===== src/rtl/mac_grp_tx_time_stamp.sv =====
// -----------------------------------------------------------------------------
// mac_grp_tx_time_stamp
//
// Egress PTP time stamper. Watches the GMII-style transmit byte stream heading
// to the PHY, samples the free-running time counter on the SFD byte of every
// frame and, when the frame proves to be a PTP event message (EtherType
// PTP_ETHERTYPE, messageType < 4), publishes the SFD time together with
// messageType and sequenceId on a valid/ack record interface.
//
// Optional build macro: PTP_TX_VLAN_TAG_EN
//   defined   - a single 0x8100 VLAN tag after the MAC addresses is skipped;
//               all header offsets move by 4 bytes (SFD-to-valid latency 51).
//   undefined - 0x8100 frames are treated as non-PTP.
//
// Ports:
//   clk          rising-edge clock
//   reset_n      asynchronous active-low reset
//   tx_data      transmit byte, meaningful while tx_en=1
//   tx_en        frame-active qualifier (covers preamble too)
//   counter_val  free-running time counter
//   ts_time_hi   captured counter_val[63:32]
//   ts_time_lo   captured counter_val[31:0]
//   ts_msg_type  PTP messageType nibble
//   ts_seq_id    PTP sequenceId (big-endian as on the wire)
//   ts_valid     record available, held until accepted
//   ts_ack       consumer accepts the record when ts_valid && ts_ack
//   ts_drop      one-cycle pulse: a qualified record was lost (output busy)
// -----------------------------------------------------------------------------
module mac_grp_tx_time_stamp #(
    parameter int          COUNTER_WIDTH = 64,
    parameter logic [15:0] PTP_ETHERTYPE = 16'h88F7,
    parameter int          MAX_PREAMBLE  = 8
) (
    input  logic                     clk,
    input  logic                     reset_n,
    input  logic [7:0]               tx_data,
    input  logic                     tx_en,
    input  logic [COUNTER_WIDTH-1:0] counter_val,
    output logic [31:0]              ts_time_hi,
    output logic [31:0]              ts_time_lo,
    output logic [3:0]               ts_msg_type,
    output logic [15:0]              ts_seq_id,
    output logic                     ts_valid,
    input  logic                     ts_ack,
    output logic                     ts_drop
);

    localparam logic [1:0] IDLE     = 2'd0;
    localparam logic [1:0] PREAMBLE = 2'd1;
    localparam logic [1:0] HEADER   = 2'd2;
    localparam logic [1:0] WAIT_END = 2'd3;

    localparam logic [7:0] SFD     = 8'hD5;
    localparam logic [7:0] PRE_MAX = 8'(MAX_PREAMBLE);

    // Post-SFD byte indices of an untagged frame.
    localparam logic [5:0] IDX_ETH_HI = 6'd12;
    localparam logic [5:0] IDX_ETH_LO = 6'd13;
    localparam logic [5:0] IDX_MSG    = 6'd14;
    localparam logic [5:0] IDX_SEQ_HI = 6'd44;
    localparam logic [5:0] IDX_SEQ_LO = 6'd45;

    logic [1:0]               state;
    logic [7:0]               pre_cnt;
    logic [5:0]               hdr_idx;
    logic [COUNTER_WIDTH-1:0] cand_time;
    logic [3:0]               cand_msg;
    logic [15:0]              cand_seq;
    logic [7:0]               eth_hi;
    logic                     commit_p0;
    // Cleared by reset; a frame may only start once tx_en has been seen low,
    // so a reset in the middle of a frame never picks up its tail.
    logic                     line_idle_seen;

    logic                     is_sfd;
    logic [15:0]              eth_type;
    logic [5:0]               idx_off;
    logic                     vlan_tag_hit;
    logic                     at_eth_hi, at_eth_lo, at_msg, at_seq_hi, at_seq_lo;

    assign is_sfd   = (tx_data == SFD);
    assign eth_type = {eth_hi, tx_data};

`ifdef PTP_TX_VLAN_TAG_EN
    localparam logic [15:0] VLAN_TPID = 16'h8100;
    logic tagged;

    assign idx_off      = tagged ? 6'd4 : 6'd0;
    // Only one tag is skipped; a second 0x8100 falls into the non-PTP path.
    assign vlan_tag_hit = !tagged && (eth_type == VLAN_TPID);

    always_ff @(posedge clk or negedge reset_n) begin
        if (!reset_n) begin
            tagged <= 1'b0;
        end else if (state != HEADER) begin
            tagged <= 1'b0;
        end else if (tx_en && at_eth_lo && vlan_tag_hit) begin
            tagged <= 1'b1;
        end
    end
`else
    assign idx_off      = 6'd0;
    assign vlan_tag_hit = 1'b0;
`endif

    assign at_eth_hi = (hdr_idx == IDX_ETH_HI + idx_off);
    assign at_eth_lo = (hdr_idx == IDX_ETH_LO + idx_off);
    assign at_msg    = (hdr_idx == IDX_MSG    + idx_off);
    assign at_seq_hi = (hdr_idx == IDX_SEQ_HI + idx_off);
    assign at_seq_lo = (hdr_idx == IDX_SEQ_LO + idx_off);

    // Frame parser: SFD search, header walk, candidate capture
    always_ff @(posedge clk or negedge reset_n) begin
        if (!reset_n) begin
            state          <= IDLE;
            pre_cnt        <= '0;
            hdr_idx        <= '0;
            cand_time      <= '0;
            cand_msg       <= '0;
            cand_seq       <= '0;
            eth_hi         <= '0;
            commit_p0      <= 1'b0;
            line_idle_seen <= 1'b0;
        end else begin
            commit_p0 <= 1'b0;
            if (!tx_en) begin
                line_idle_seen <= 1'b1;
            end
            case (state)
                IDLE: begin
                    if (tx_en && line_idle_seen) begin
                        pre_cnt <= 8'd1;
                        if (is_sfd) begin
                            cand_time <= counter_val;
                            hdr_idx   <= '0;
                            state     <= HEADER;
                        end else begin
                            state <= (PRE_MAX <= 8'd1) ? WAIT_END : PREAMBLE;
                        end
                    end
                end
                PREAMBLE: begin
                    if (!tx_en) begin
                        state <= IDLE;
                    end else if (is_sfd) begin
                        cand_time <= counter_val;
                        hdr_idx   <= '0;
                        state     <= HEADER;
                    end else if (pre_cnt + 8'd1 >= PRE_MAX) begin
                        pre_cnt <= PRE_MAX;
                        state   <= WAIT_END;
                    end else begin
                        pre_cnt <= pre_cnt + 8'd1;
                    end
                end
                HEADER: begin
                    if (!tx_en) begin
                        state <= IDLE;
                    end else begin
                        if (hdr_idx != IDX_SEQ_LO + idx_off) begin
                            hdr_idx <= hdr_idx + 6'd1;
                        end
                        if (at_eth_hi) begin
                            eth_hi <= tx_data;
                        end
                        if (at_eth_lo && (eth_type != PTP_ETHERTYPE) && !vlan_tag_hit) begin
                            state <= WAIT_END;
                        end
                        if (at_msg) begin
                            cand_msg <= tx_data[3:0];
                            // Only Sync/Delay_Req/Pdelay_Req/Pdelay_Resp are event messages.
                            if (tx_data[3:0] >= 4'd4) begin
                                state <= WAIT_END;
                            end
                        end
                        if (at_seq_hi) begin
                            cand_seq[15:8] <= tx_data;
                        end
                        if (at_seq_lo) begin
                            cand_seq[7:0] <= tx_data;
                            commit_p0     <= 1'b1;
                            state         <= WAIT_END;
                        end
                    end
                end
                WAIT_END: begin
                    if (!tx_en) begin
                        state <= IDLE;
                    end
                end
                default: state <= IDLE;
            endcase
        end
    end

    // Record publication: commit one clock after the last sequenceId byte
    always_ff @(posedge clk or negedge reset_n) begin
        if (!reset_n) begin
            ts_time_hi  <= '0;
            ts_time_lo  <= '0;
            ts_msg_type <= '0;
            ts_seq_id   <= '0;
            ts_valid    <= 1'b0;
            ts_drop     <= 1'b0;
        end else begin
            ts_drop <= 1'b0;
            if (commit_p0) begin
                if (ts_valid && !ts_ack) begin
                    // Unconsumed record wins; the newcomer is reported lost.
                    ts_drop <= 1'b1;
                end else begin
                    ts_time_hi  <= cand_time[63:32];
                    ts_time_lo  <= cand_time[31:0];
                    ts_msg_type <= cand_msg;
                    ts_seq_id   <= cand_seq;
                    ts_valid    <= 1'b1;
                end
            end else if (ts_valid && ts_ack) begin
                ts_valid <= 1'b0;
            end
        end
    end

endmodule


===== config.mk =====
export PLATFORM = sky130hd
export DESIGN_NAME = mac_grp_tx_time_stamp
export DESIGN_NICKNAME = d
export VERILOG_FILES = /design/src/rtl/mac_grp_tx_time_stamp.sv
export SDC_FILE = /design/constraint.sdc
export NUM_CORES = 1
export LEC_CHECK = 0
export CORE_MARGIN = 3
export CORE_UTILIZATION = 35
export DETAILED_ROUTE_END_ITERATION = 8
export PLACE_DENSITY = 0.58
export SLEW_MARGIN = 25
export SYNTH_ARGS = -nofsm -noshare
export SYNTH_HDL_FRONTEND = slang
export SYNTH_SLANG_ARGS = --single-unit

===== constraint.sdc =====
create_clock -name clk -period 1.8 [get_ports clk]
set_input_delay 0.54 -clock clk [delete_from_list [all_inputs] [get_ports clk]]
set_output_delay 0.54 -clock clk [all_outputs]
set_load 0.03 [all_outputs]

==> flow_metrics.py <==
metrics = {
    "outcome": {
        "outcome": "finished with violations",
        "failed_checks": "setup timing",
    },
    "run": {
        "drv_cap": 0,
    },
    "synthesis": {
        "seq_area_frac_synth_pct": 64.39,
        "synth.distinct_cells": 41,
        "synthArstFlopShare_pct": 100.0,
        "syn_area_per_cell_sq_um": 15.74,
        "synthFlopType": "dfrtp_1",
        "yosysTopAreaCellShare_pct": 64.39,
        "synth_nets": 565,
        "ys_top_cells_by_area": "dfrtp_1, mux2_2, buf_6",
        "synthesis.area_sq_um": 7617,
        "synth-edff-count": 0,
        "synth_seq_cells": 196,
        "ys_warn_count": 0,
        "syn_inst": 484,
        "yosysTopAreaCell": "dfrtp_1",
    },
    "place": {
        "placed_area_sq_um": 9812,
        "place.gp.congestion": 0.7460,
        "hpwlAfterDp_mm": 11.59,
        "port_buffers": 161,
    },
    "die": {
        "core_area_sq_um": 21220,
        "ios": 162,
        "placementRows": 53,
        "die_y_um": 153.5,
        "dieWidth_um": 153.5,
        "die_area_sq_um": 23570,
        "initial_core_util_pct": 35.90,
    },
    "critical_path": {
        "crit_arrival_ns": 2.23,
        "worstPathRequired_ns": 2.10,
        "criticalPathCategory": "input pin to register",
        "crit_path_start_kind": "input pin",
        "worstPathMaxFanout": 8,
        "r2r_cells": 4,
        "worst_setup_path_end_kind": "register",
    },
    "cts": {
        "cts_root_buffer": "clkbuf_16",
        "cts_tree": "yes",
        "cts_made_buffers": 17,
        "clock_sink_count": 196,
        "cts_htree_levels": 4,
        "worst_setup_hold_path_clk_slew_ns": 0.07,
        "clockBufferDepth": 2,
        "clock_latency_ns": 0.43,
    },
    "pwr": {
        "p_comb_share_pct": 7.7,
        "vdd_drop_max_mv": 0.5699,
        "power.switching_mw": 2.046,
        "clockPowerShare_pct": 42.1,
        "p_leak_nw": 5.666,
        "seqPwrFrac_pct": 50.3,
        "totalPowerFinal_mw": 9.239,
        "switching_share_pct": 22.14,
        "p_int_mw": 7.194,
        "cellPowerDensity_nw_per_um2": 854.4,
    },
    "timing": {
        "rsz0062_at_grt": "true",
        "fin_crit_ns": 1.928,
        "hold_ws_ns": 0.01163,
        "setup_slack_ns": -0.1278,
        "finalMaxSlewViolations": 0,
        "max_slew_margin_pct": 73.37,
        "fin_crit_sh_pct": 107.1,
        "setup_viol": 53,
        "finalHoldViolCount": 0,
        "final.setup_skew_ns": 0.01090,
        "fmax_mhz": 518.7,
        "tightest_slew_ns": 0.4010,
    },
    "global_routing": {
        "grt_pass1_vias": 5095,
        "grt_pass1_wl_mm": 28.60,
        "grt_overflow": 0,
        "grtUsageTotal_pct": 15.30,
        "antenna_found_initial": 0,
        "grt_max_degree": 55,
    },
    "layout": {
        "final_area_sq_um": 10810,
        "syn_to_final_growth_pct": 41.97,
        "drive_gt1_share_pct": 38.28,
        "diodes": 0,
        "nNetsFinal": 776,
        "mostFrequentLayoutCells": "dfrtp_1, mux2_2, dlygate4sd2_1",
        "final_common_cell": "dfrtp_1",
    },
    "min_path": {
        "min_path_type": "input pin to async pin",
    },
    "route": {
        "drc": 0,
        "finalWirelength_mm": 17.75,
        "routedWlPerCell_um": 18.06,
        "vias": 4749,
        "drtAntennaViolNets": 0,
        "drtPass1Iterations": 4,
        "viasPerCell": 4.831,
        "drt_iter0_drc": 175,
    },
}
[synth_stat cells (4+ instances only)]
cell type,n
dfrtp_1,196
mux2_2,177
nand2_1,15
nor2_1,9
buf_6,7
and2_1,6
buf_2,6
ha_1,5
inv_1,5
nand4_1,5
o21ai_0,5
and3_1,4
xor2_1,4
[stage by stage]
step           worst slack [ns]  std cells  util (%)  setup TNS [ns]
6_report                -0.1278        983     50.96          -4.450
5_1_grt                 -0.1380        983     50.96          -4.926
4_1_cts                 -0.1969        985     51.31          -8.856
3_5_place_dp            -0.8306        936     46.24          -89.76
3_3_place_gp            -0.8198        936     46.24          -87.10
2_1_floorplan           -0.2142        484         -          -13.69
[what timing repair did]
action | in CTS | in global routing
setup endpoints to repair | 177 | 71
pin swaps | 4 | 2
hold buffers | 0 | 0
cloned | 7 | 0
gates resized for setup | 189 | 13
setup buffers | 10 | 4
[path summary, 6_finish.rpt]
path	from	endpoint	slack [ns]
worst max-delay path	tx_data[3]	cand_time[20]	-0.13
worst min-delay path	reset_n	ts_time_hi[5]	0.01
worst max register to register	eth_hi[1]	state[0]	0.08
worst min register to register	ts_time_lo[18]	ts_time_lo[18]	0.50
max in group asynchronous	reset_n	cand_time[41]	1.18
min in group clk	tx_data[4]	cand_seq[4]	0.47
[cell type report]
| type | count | area (sq um) |
|---|---|---|
| fillers | 1823 | 10410 |
| well taps | 275 | 344.1 |
| multi-input cells | 267 | 2829 |
| clock buffers | 21 | 460.4 |
| flip-flops and latches | 196 | 4905 |
| repair buffers | 208 | 2111 |
| inverters | 5 | 18.77 |
| clock inverters | 11 | 146.4 |
[cell families after synthesis]
kind of cell / Yosys count / share of synthesized area (%)
flops: 196 / 64.39
mux: 178 / 26.30
fa+ha+maj: 5 / 0.8213
simple gates: 60 / 4.369
xor+xnor: 4 / 0.4599
buf+inv: 21 / 1.823
compound gates: 20 / 1.840
[worst max-delay path, stage by stage]
cell      delay [ns]
buf_6           0.09
nand4b_1        0.20
or4_4           0.54
nor2_4          0.13
buf_12          0.15
buf_8           0.13
buf_16          0.14
mux2_4          0.30
[metal layers]
metal | GRT usage, % | share of wire [%] | routed length (um)
met5 | 0 | 0 | 0
met4 | 4.037 | 1.0 | 177
met3 | 3.687 | 5.0 | 884
met2 | 24.73 | 48 | 8581
met1 | 20.86 | 46 | 8110
[sequential cells by signal (all words and copies together), names as in the netlist, 6 cells and up]
signal / flops
hdr_idx: 6
ts_seq_id: 16
ts_time_lo: 32
cand_seq: 16
eth_hi: 8
pre_cnt: 8
cand_time: 64
ts_time_hi: 32
[power groups by stage]
stage	Sequential [mW]	Clock, mW	Combinational (mW)
2_1_floorplan	4.70	0	0.265
3_3_place_gp	4.71	0	0.628
3_5_place_dp	4.72	0	0.651
4_1_cts	4.64	4.02	0.710
5_1_grt	4.66	4.20	0.788
6_report	4.64	3.89	0.708
No activity file was read; power rests on OpenSTA's default activity.
